<file path="src/rtl/mem_access_ctrl.sv">
// mem_access_ctrl: multi-cycle RV32I load/store sequencer for a synchronous-read word RAM
// Ports: clk_i, rst_ni (sync active-low); req_i/we_i/funct3_i/addr_i/wdata_i request from datapath;
//        stall_o/done_o/err_o/rdata_o status and load result; mem_addr_o/mem_re_o/mem_we_o/mem_wdata_o/mem_rdata_i RAM port
module mem_access_ctrl #(
    parameter int ADDRESS_WIDTH  = 32,
    parameter int MEM_ADDR_WIDTH = ADDRESS_WIDTH - 2
) (
    input  logic                      clk_i,
    input  logic                      rst_ni,
    input  logic                      req_i,
    input  logic                      we_i,
    input  logic [2:0]                funct3_i,
    input  logic [ADDRESS_WIDTH-1:0]  addr_i,
    input  logic [31:0]               wdata_i,
    output logic                      stall_o,
    output logic                      done_o,
    output logic                      err_o,
    output logic [31:0]               rdata_o,
    output logic [MEM_ADDR_WIDTH-1:0] mem_addr_o,
    output logic                      mem_re_o,
    output logic                      mem_we_o,
    output logic [31:0]               mem_wdata_o,
    input  logic [31:0]               mem_rdata_i
);
    typedef enum logic [2:0] {IDLE, READ, WAIT, WRITE, DONE} state_e;
    state_e                   state_q, state_d;
    logic                     we_q, we_d, err_q, err_d;
    logic [2:0]               funct3_q, funct3_d;
    logic [ADDRESS_WIDTH-1:0] addr_q, addr_d;
    logic [31:0]              wdata_q, wdata_d, merge_q, merge_d, rdata_q, rdata_d;
    logic                     illegal, misaligned;
    logic [4:0]               sh;
    logic [31:0]              lane, mask;
    always_comb begin
        illegal    = we_i ? (funct3_i[2] || funct3_i[1:0] == 2'b11)
                          : (funct3_i[1:0] == 2'b11 || funct3_i == 3'b110);
        misaligned = (funct3_i[1:0] == 2'b01 && addr_i[0]) ||
                     (funct3_i[1:0] == 2'b10 && addr_i[1:0] != 2'b00);
        // halves are aligned, so the byte offset doubles as the half-lane shift
        sh         = {addr_q[1:0], 3'b000};
        lane       = mem_rdata_i >> sh;
        mask       = (funct3_q[0] ? 32'h0000_FFFF : 32'h0000_00FF) << sh;
        state_d    = state_q;
        we_d       = we_q;
        err_d      = err_q;
        funct3_d   = funct3_q;
        addr_d     = addr_q;
        wdata_d    = wdata_q;
        merge_d    = merge_q;
        rdata_d    = rdata_q;
        case (state_q)
            IDLE: if (req_i) begin
                we_d     = we_i;
                funct3_d = funct3_i;
                addr_d   = addr_i;
                wdata_d  = wdata_i;
                rdata_d  = '0;
                err_d    = illegal || misaligned;
                state_d  = err_d ? DONE : (we_i && funct3_i[1:0] == 2'b10) ? WRITE : READ;
            end
            READ: state_d = WAIT;
            WAIT: begin
                merge_d = we_q ? (mem_rdata_i & ~mask) | ((wdata_q << sh) & mask) : merge_q;
                rdata_d = we_q ? rdata_q :
                          funct3_q[1:0] == 2'b00 ? {{24{~funct3_q[2] & lane[7]}}, lane[7:0]} :
                          funct3_q[1:0] == 2'b01 ? {{16{~funct3_q[2] & lane[15]}}, lane[15:0]} :
                          mem_rdata_i;
                state_d = we_q ? WRITE : DONE;
            end
            WRITE: state_d = DONE;
            default: state_d = IDLE;
        endcase
    end
    always_ff @(posedge clk_i) begin
        if (!rst_ni) begin
            state_q  <= IDLE;
            we_q     <= 1'b0;
            err_q    <= 1'b0;
            funct3_q <= '0;
            addr_q   <= '0;
            wdata_q  <= '0;
            merge_q  <= '0;
            rdata_q  <= '0;
        end else begin
            state_q  <= state_d;
            we_q     <= we_d;
            err_q    <= err_d;
            funct3_q <= funct3_d;
            addr_q   <= addr_d;
            wdata_q  <= wdata_d;
            merge_q  <= merge_d;
            rdata_q  <= rdata_d;
        end
    end
    assign stall_o     = state_q == READ || state_q == WAIT || state_q == WRITE || (state_q == IDLE && req_i);
    assign done_o      = state_q == DONE;
    assign err_o       = state_q == DONE && err_q;
    assign rdata_o     = rdata_q;
    assign mem_re_o    = state_q == READ;
    assign mem_we_o    = state_q == WRITE;
    assign mem_addr_o  = (state_q == READ || state_q == WRITE) ? addr_q[ADDRESS_WIDTH-1:2] : '0;
    assign mem_wdata_o = state_q != WRITE ? '0 : funct3_q[1:0] == 2'b10 ? wdata_q : merge_q;
endmodule

</file>
<file path="config.mk">
export PLATFORM = sky130hd
export DESIGN_NAME = mem_access_ctrl
export DESIGN_NICKNAME = d
export VERILOG_FILES = /design/src/rtl/mem_access_ctrl.sv
export SDC_FILE = /design/constraint.sdc
export NUM_CORES = 1
export LEC_CHECK = 0
export BUFFER_PORTS_ARGS = -buffer_cell sky130_fd_sc_hd__clkbuf_2
export CORE_MARGIN = 2
export CORE_UTILIZATION = 30
export CTS_CLUSTER_SIZE = 8
export DETAILED_ROUTE_END_ITERATION = 8
export HOLD_SLACK_MARGIN = 0.08
export PLACE_DENSITY = 0.63
export SYNTH_ARGS = -nofsm -noshare
export SYNTH_HDL_FRONTEND = slang
export SYNTH_SLANG_ARGS = --single-unit
</file>
<file path="constraint.sdc">
create_clock -name clk_i -period 1.7 [get_ports clk_i]
set_input_delay 0.085 -clock clk_i [delete_from_list [all_inputs] [get_ports clk_i]]
set_output_delay 0.085 -clock clk_i [all_outputs]
set_load 0.05 [all_outputs]
</file>
**After elaboration in Yosys (flattened, before gate mapping)**

Cells that the tools add are included.

- Bits in registers: 136
- Output and inout bits: 99
- Input port bits: 103

- Mux-type cells: 15
- Bitwise logic cells: 7
- Reductions and logical operators: 20
- Shift operators: 3
- Equal/unequal tests: 13

Operators with widths:

| cell | count |
|---|---|
| $mux 32 | 6 |
| $and 32x32->32 | 2 |
| $pmux 32 s2 | 1 |
| $not 32->32 | 1 |
| $or 32x32->32 | 1 |
| $shl 16x5->32 | 1 |
| $shl 32x5->32 | 1 |
| $shr 32x5->16 | 1 |
| $mux 30 | 1 |
| $mux 16 | 1 |
| $pmux 3 s4 | 1 |
| $mux 3 | 3 |
| $logic_or 1x1->1 | 8 |
| $eq 2x2->1 const B | 3 |
| $eq 3x2->1 const B | 2 |
| $eq 3x3->1 const B | 2 |
| $logic_and 1x1->1 | 5 |
| $eq 2x1->1 const B | 2 |
| $ne 2x2->1 const B | 2 |
| $reduce_and 2->1 | 2 |
| $reduce_bool 2->1 | 2 |
| $eq 3x1->1 const B | 1 |
| $logic_not 3->1 | 1 |
| $ne 3x2->1 const B | 1 |
| other kinds (6) | 7 |

**Logic depth before layout (Yosys ltp)**

- Word-level depth: 7
- Depth in mapped cells: 8

**Least setup slack after synthesis**

No wires, ideal clock.

- Kind: register to output
- Start point: register funct3_q[1]
- End point: output port mem_wdata_o[7]
- Stages on the path, launching flop included: 6
- Arrival: 1.799 ns
- Slack: -0.184 ns
- Data required time: 1.615 ns
- Cell sequence: dfxtp_1 > clkinv_1 > nor2_1 > buf_2 > nand2_1 > a21oi_1

- Longest elaborated chain between the ends: 3

Ends and longest elaborated chain:

| item | RTL line | RTL |
|---|---|---|
| start, declared | 28 | `logic [2:0] funct3_q, funct3_d;` |
| start signal, assigned | 88 | `funct3_q <= funct3_d;` |
| $eq 2x2->1 | 102 | `assign mem_wdata_o = state_q != WRITE ? '0 : funct3_q[1:0] == 2'b10 ? wdata_q : merge_q;` |
| $mux 32 (2 in a row) | 102 |  |
| end, declared | 22 | `output logic [31:0] mem_wdata_o,` |

Every way passes these cells.

**Worst setup path after layout**

- Start point: register funct3_q[1]
- End point: output port mem_wdata_o[14]

Same word-level chain as after synthesis.

==> impl_metrics.json <==
{
  "worst_clock_skew_ps": 12.71,
  "relSlewSlack_pct": 69.99,
  "pwr-share-seq_pct": 40.9,
  "clkTransAtPathRegs_ps": 60,
  "grt_overflow_total": 0,
  "grt_pass1_wl_um": 38620,
  "grt-busiest-layer": "met2",
  "max_freq_mhz": 536.2,
  "async_flop_share_pct": 0,
  "avgRoutedWirePerCell_um": 17.44,
  "p_int_mw": 5.949,
  "cp_max_fo": 8,
  "min_period_ps": 1865,
  "fin_crit_sh_pct": 109.7,
  "synthDistinctLibCells": 53,
  "viasPerCell": 5.111,
  "cap_viol_max_count": 0,
  "combPwrFrac_pct": 18.2,
  "grt_pass1_vias": 7309,
  "p_sw_share_pct": 29.09,
  "final_nets": 1271,
  "dpl_cell_area_mm2": 0.008732,
  "clockPowerShare_pct": 40.9,
  "io_buffers": 201,
  "synth_edf_count": 0,
  "vias": 7462,
  "cts_tree": "done",
  "power.leakage_nw": 4.217,
  "status": "finished, violations left",
  "first_iter_violations": 545,
  "start_util_pct": 30.72,
  "ys_warn_count": 0,
  "diodes": 0,
  "finalMaxSlewViolations": 0,
  "synth_cells": 877,
  "met2_usage_pct": 33.76,
  "cts_buffer_depth": 2,
  "place_hpwl_um": 16670,
  "grt_setup_unrepaired": "yes",
  "rrSetupSlack_ps": 60,
  "use_met1_pct": 24.90,
  "syn_to_final_growth_pct": 62.73,
  "crit_path_start_kind": "register",
  "die_h_um": 153.7,
  "path_class": "reg -> out",
  "cts_inserted_buffers": 17,
  "ant_nets": 0,
  "nFillCells": 2063,
  "synth_nets": 980,
  "required_ps": 1620,
  "cts_sinks": 136,
  "p_sw_mw": 2.441,
  "rows": 54,
  "pin_count": 202,
  "fin_ws_ps": -164.8,
  "dr.pass1.iters": 5,
  "synth_area_mm2": 0.006725,
  "die_w_um": 153.7,
  "route.detailed.drc": 0,
  "hp-class": "in -> reg",
  "design_area_mm2": 0.01094,
  "drt_wl_total_um": 25470,
  "p_per_area_mw_per_mm2": 766.6,
  "grt_max_degree": 53,
  "arrival_ps": 1780,
  "violations": "setup timing",
  "power_mw": 8.390,
  "htreeDepth": 4,
  "clk_latency_ps": 430,
  "root_buffer": "clkbuf_16",
  "setup_violations": 32,
  "die_area_mm2": 0.02363,
  "gr-usage-met3_pct": 6.060,
  "grt_usage_pct": 20.23,
  "drive_gt1_share_pct": 31.44,
  "synth_area_per_cell_um2": 7.668,
  "final_common_cell": "nand2_1",
  "ys_seq_elements": 136,
  "synth_top_flop_cell": "dfxtp_1",
  "irDropWorstVdd_v": 0.0006380,
  "grt_antenna_before_repair": 0,
  "final_hold_viol_count": 0,
  "ys_seq_area_share_pct": 40.48,
  "crit_path_end_kind": "output pin",
  "final_cell_mix": "238 x nand2_1, 135 x clkbuf_2, 131 x dfxtp_1",
  "core_area_mm2": 0.02189,
  "gp_congestion": 0.9151,
  "worst_pin_slew_ps": 444.3
}
-- state kept, by name, indices dropped and copies added, names as in the netlist --
| signal | flops |
|---|---|
| we_q | 1 |
| wdata_q | 32 |
| err_q | 1 |
| state_q | 3 |
| merge_q | 32 |
| funct3_q | 3 |
| addr_q | 32 |
| rdata_o | 32 |
-- cell type report --
cell class,instances,area (um2),area share (%)
clock buffer,20,466.7,4.264
clock inverter,11,76.32,0.6974
inverter,8,30.03,0.2744
multi-input combinational,660,3920,35.82
sequential,136,2734,24.98
tap,280,350.3,3.201
timing repair buffer,345,3367,30.76
-- worst max-delay path: stages (launching register included) --
cell and delay, ps:
dfxtp_2 350, inv_2 60, nor2_4 270, buf_12 190, nand2_1 80, a21oi_2 150
buf_4 140, buf_12 120
-- power by group through the flow --
| stage | combinational (mW) | sequential, mW | clock [mW] |
|---|---|---|---|
| floorplan | 0.776 | 3.48 | 0 |
| global placement | 1.20 | 3.49 | 0 |
| detailed placement | 1.21 | 3.49 | 0 |
| CTS | 1.43 | 3.41 | 3.50 |
| global route | 1.65 | 3.44 | 3.62 |
| finish | 1.52 | 3.43 | 3.43 |
-- path summary, 6_finish.rpt --
path,end,startpoint,depth (start not counted)
min,rdata_o[18],mem_rdata_i[18],3
max reg2reg,rdata_o[25],funct3_q[0],6
min reg2reg,err_q,err_q,2
max,mem_wdata_o[14],funct3_q[1],7
-- cells in the mapped netlist (4+ instances only) --
library cell,n,area [um2]
mux2_2,6,67.56
a21oi_1,140,700.7
a221o_1,4,40.04
a2bb2oi_1,6,52.55
buf_2,28,140.1
mux2i_1,25,250.2
nand2_1,257,964.7
dfxtp_1,136,2723
a311oi_1,8,70.07
clkbuf_1,20,75.07
o21ai_1,6,30.03
inv_1,7,26.28
o21ai_0,40,200.2
buf_1,5,18.77
o211ai_1,16,120.1
and2_1,34,212.7
buf_4,7,52.55
a32oi_1,15,131.4
nand2b_1,4,25.02
nor2b_1,6,37.54
buf_6,13,146.4
o2bb2ai_1,17,148.9
nand3_1,7,35.03
o221ai_1,5,43.79
nor2_1,31,116.4
-- logic make-up (layout without fill, tap and decap cells) --
family	after synthesis	in the layout	share of synthesized area (%)
buf+inv	81	384	6.884
simple gates	360	360	23.14
compound gates	267	267	24.20
mux	33	33	5.284
flops	136	136	40.48
-- repair_timing --
action | in CTS | in global routing
hold buffers | 98 | 0
gates resized for setup | 62 | 109
cloned | 2 | 5
hold endpoints to repair | 113 | 0
setup buffers | 4 | 1
pin swaps | 6 | 20
endpoints found under the setup margin | 64 | 88
-- layer usage --
metal | part of all wire, % | wire (um)
met4 | 2.6 | 665
met1 | 40 | 10310
met5 | 0 | 0
met3 | 9.2 | 2332
met2 | 48 | 12160
-- metrics by stage --
step,utilization (%),cells,hold slack (ps),setup TNS [ps],setup WS [ps]
after global placement,39.89,1320,307.6,0,120.5
after floorplan,-,877,204.2,-1087,-181.3
final,49.99,1460,121.0,-3790,-164.8
after detailed placement,39.89,1320,312.9,0,90.53
after global routing,49.99,1460,112.0,-6350,-249.1
after CTS,48.13,1455,96.34,-2451,-114.4
Power figures use the tool's default switching activity.
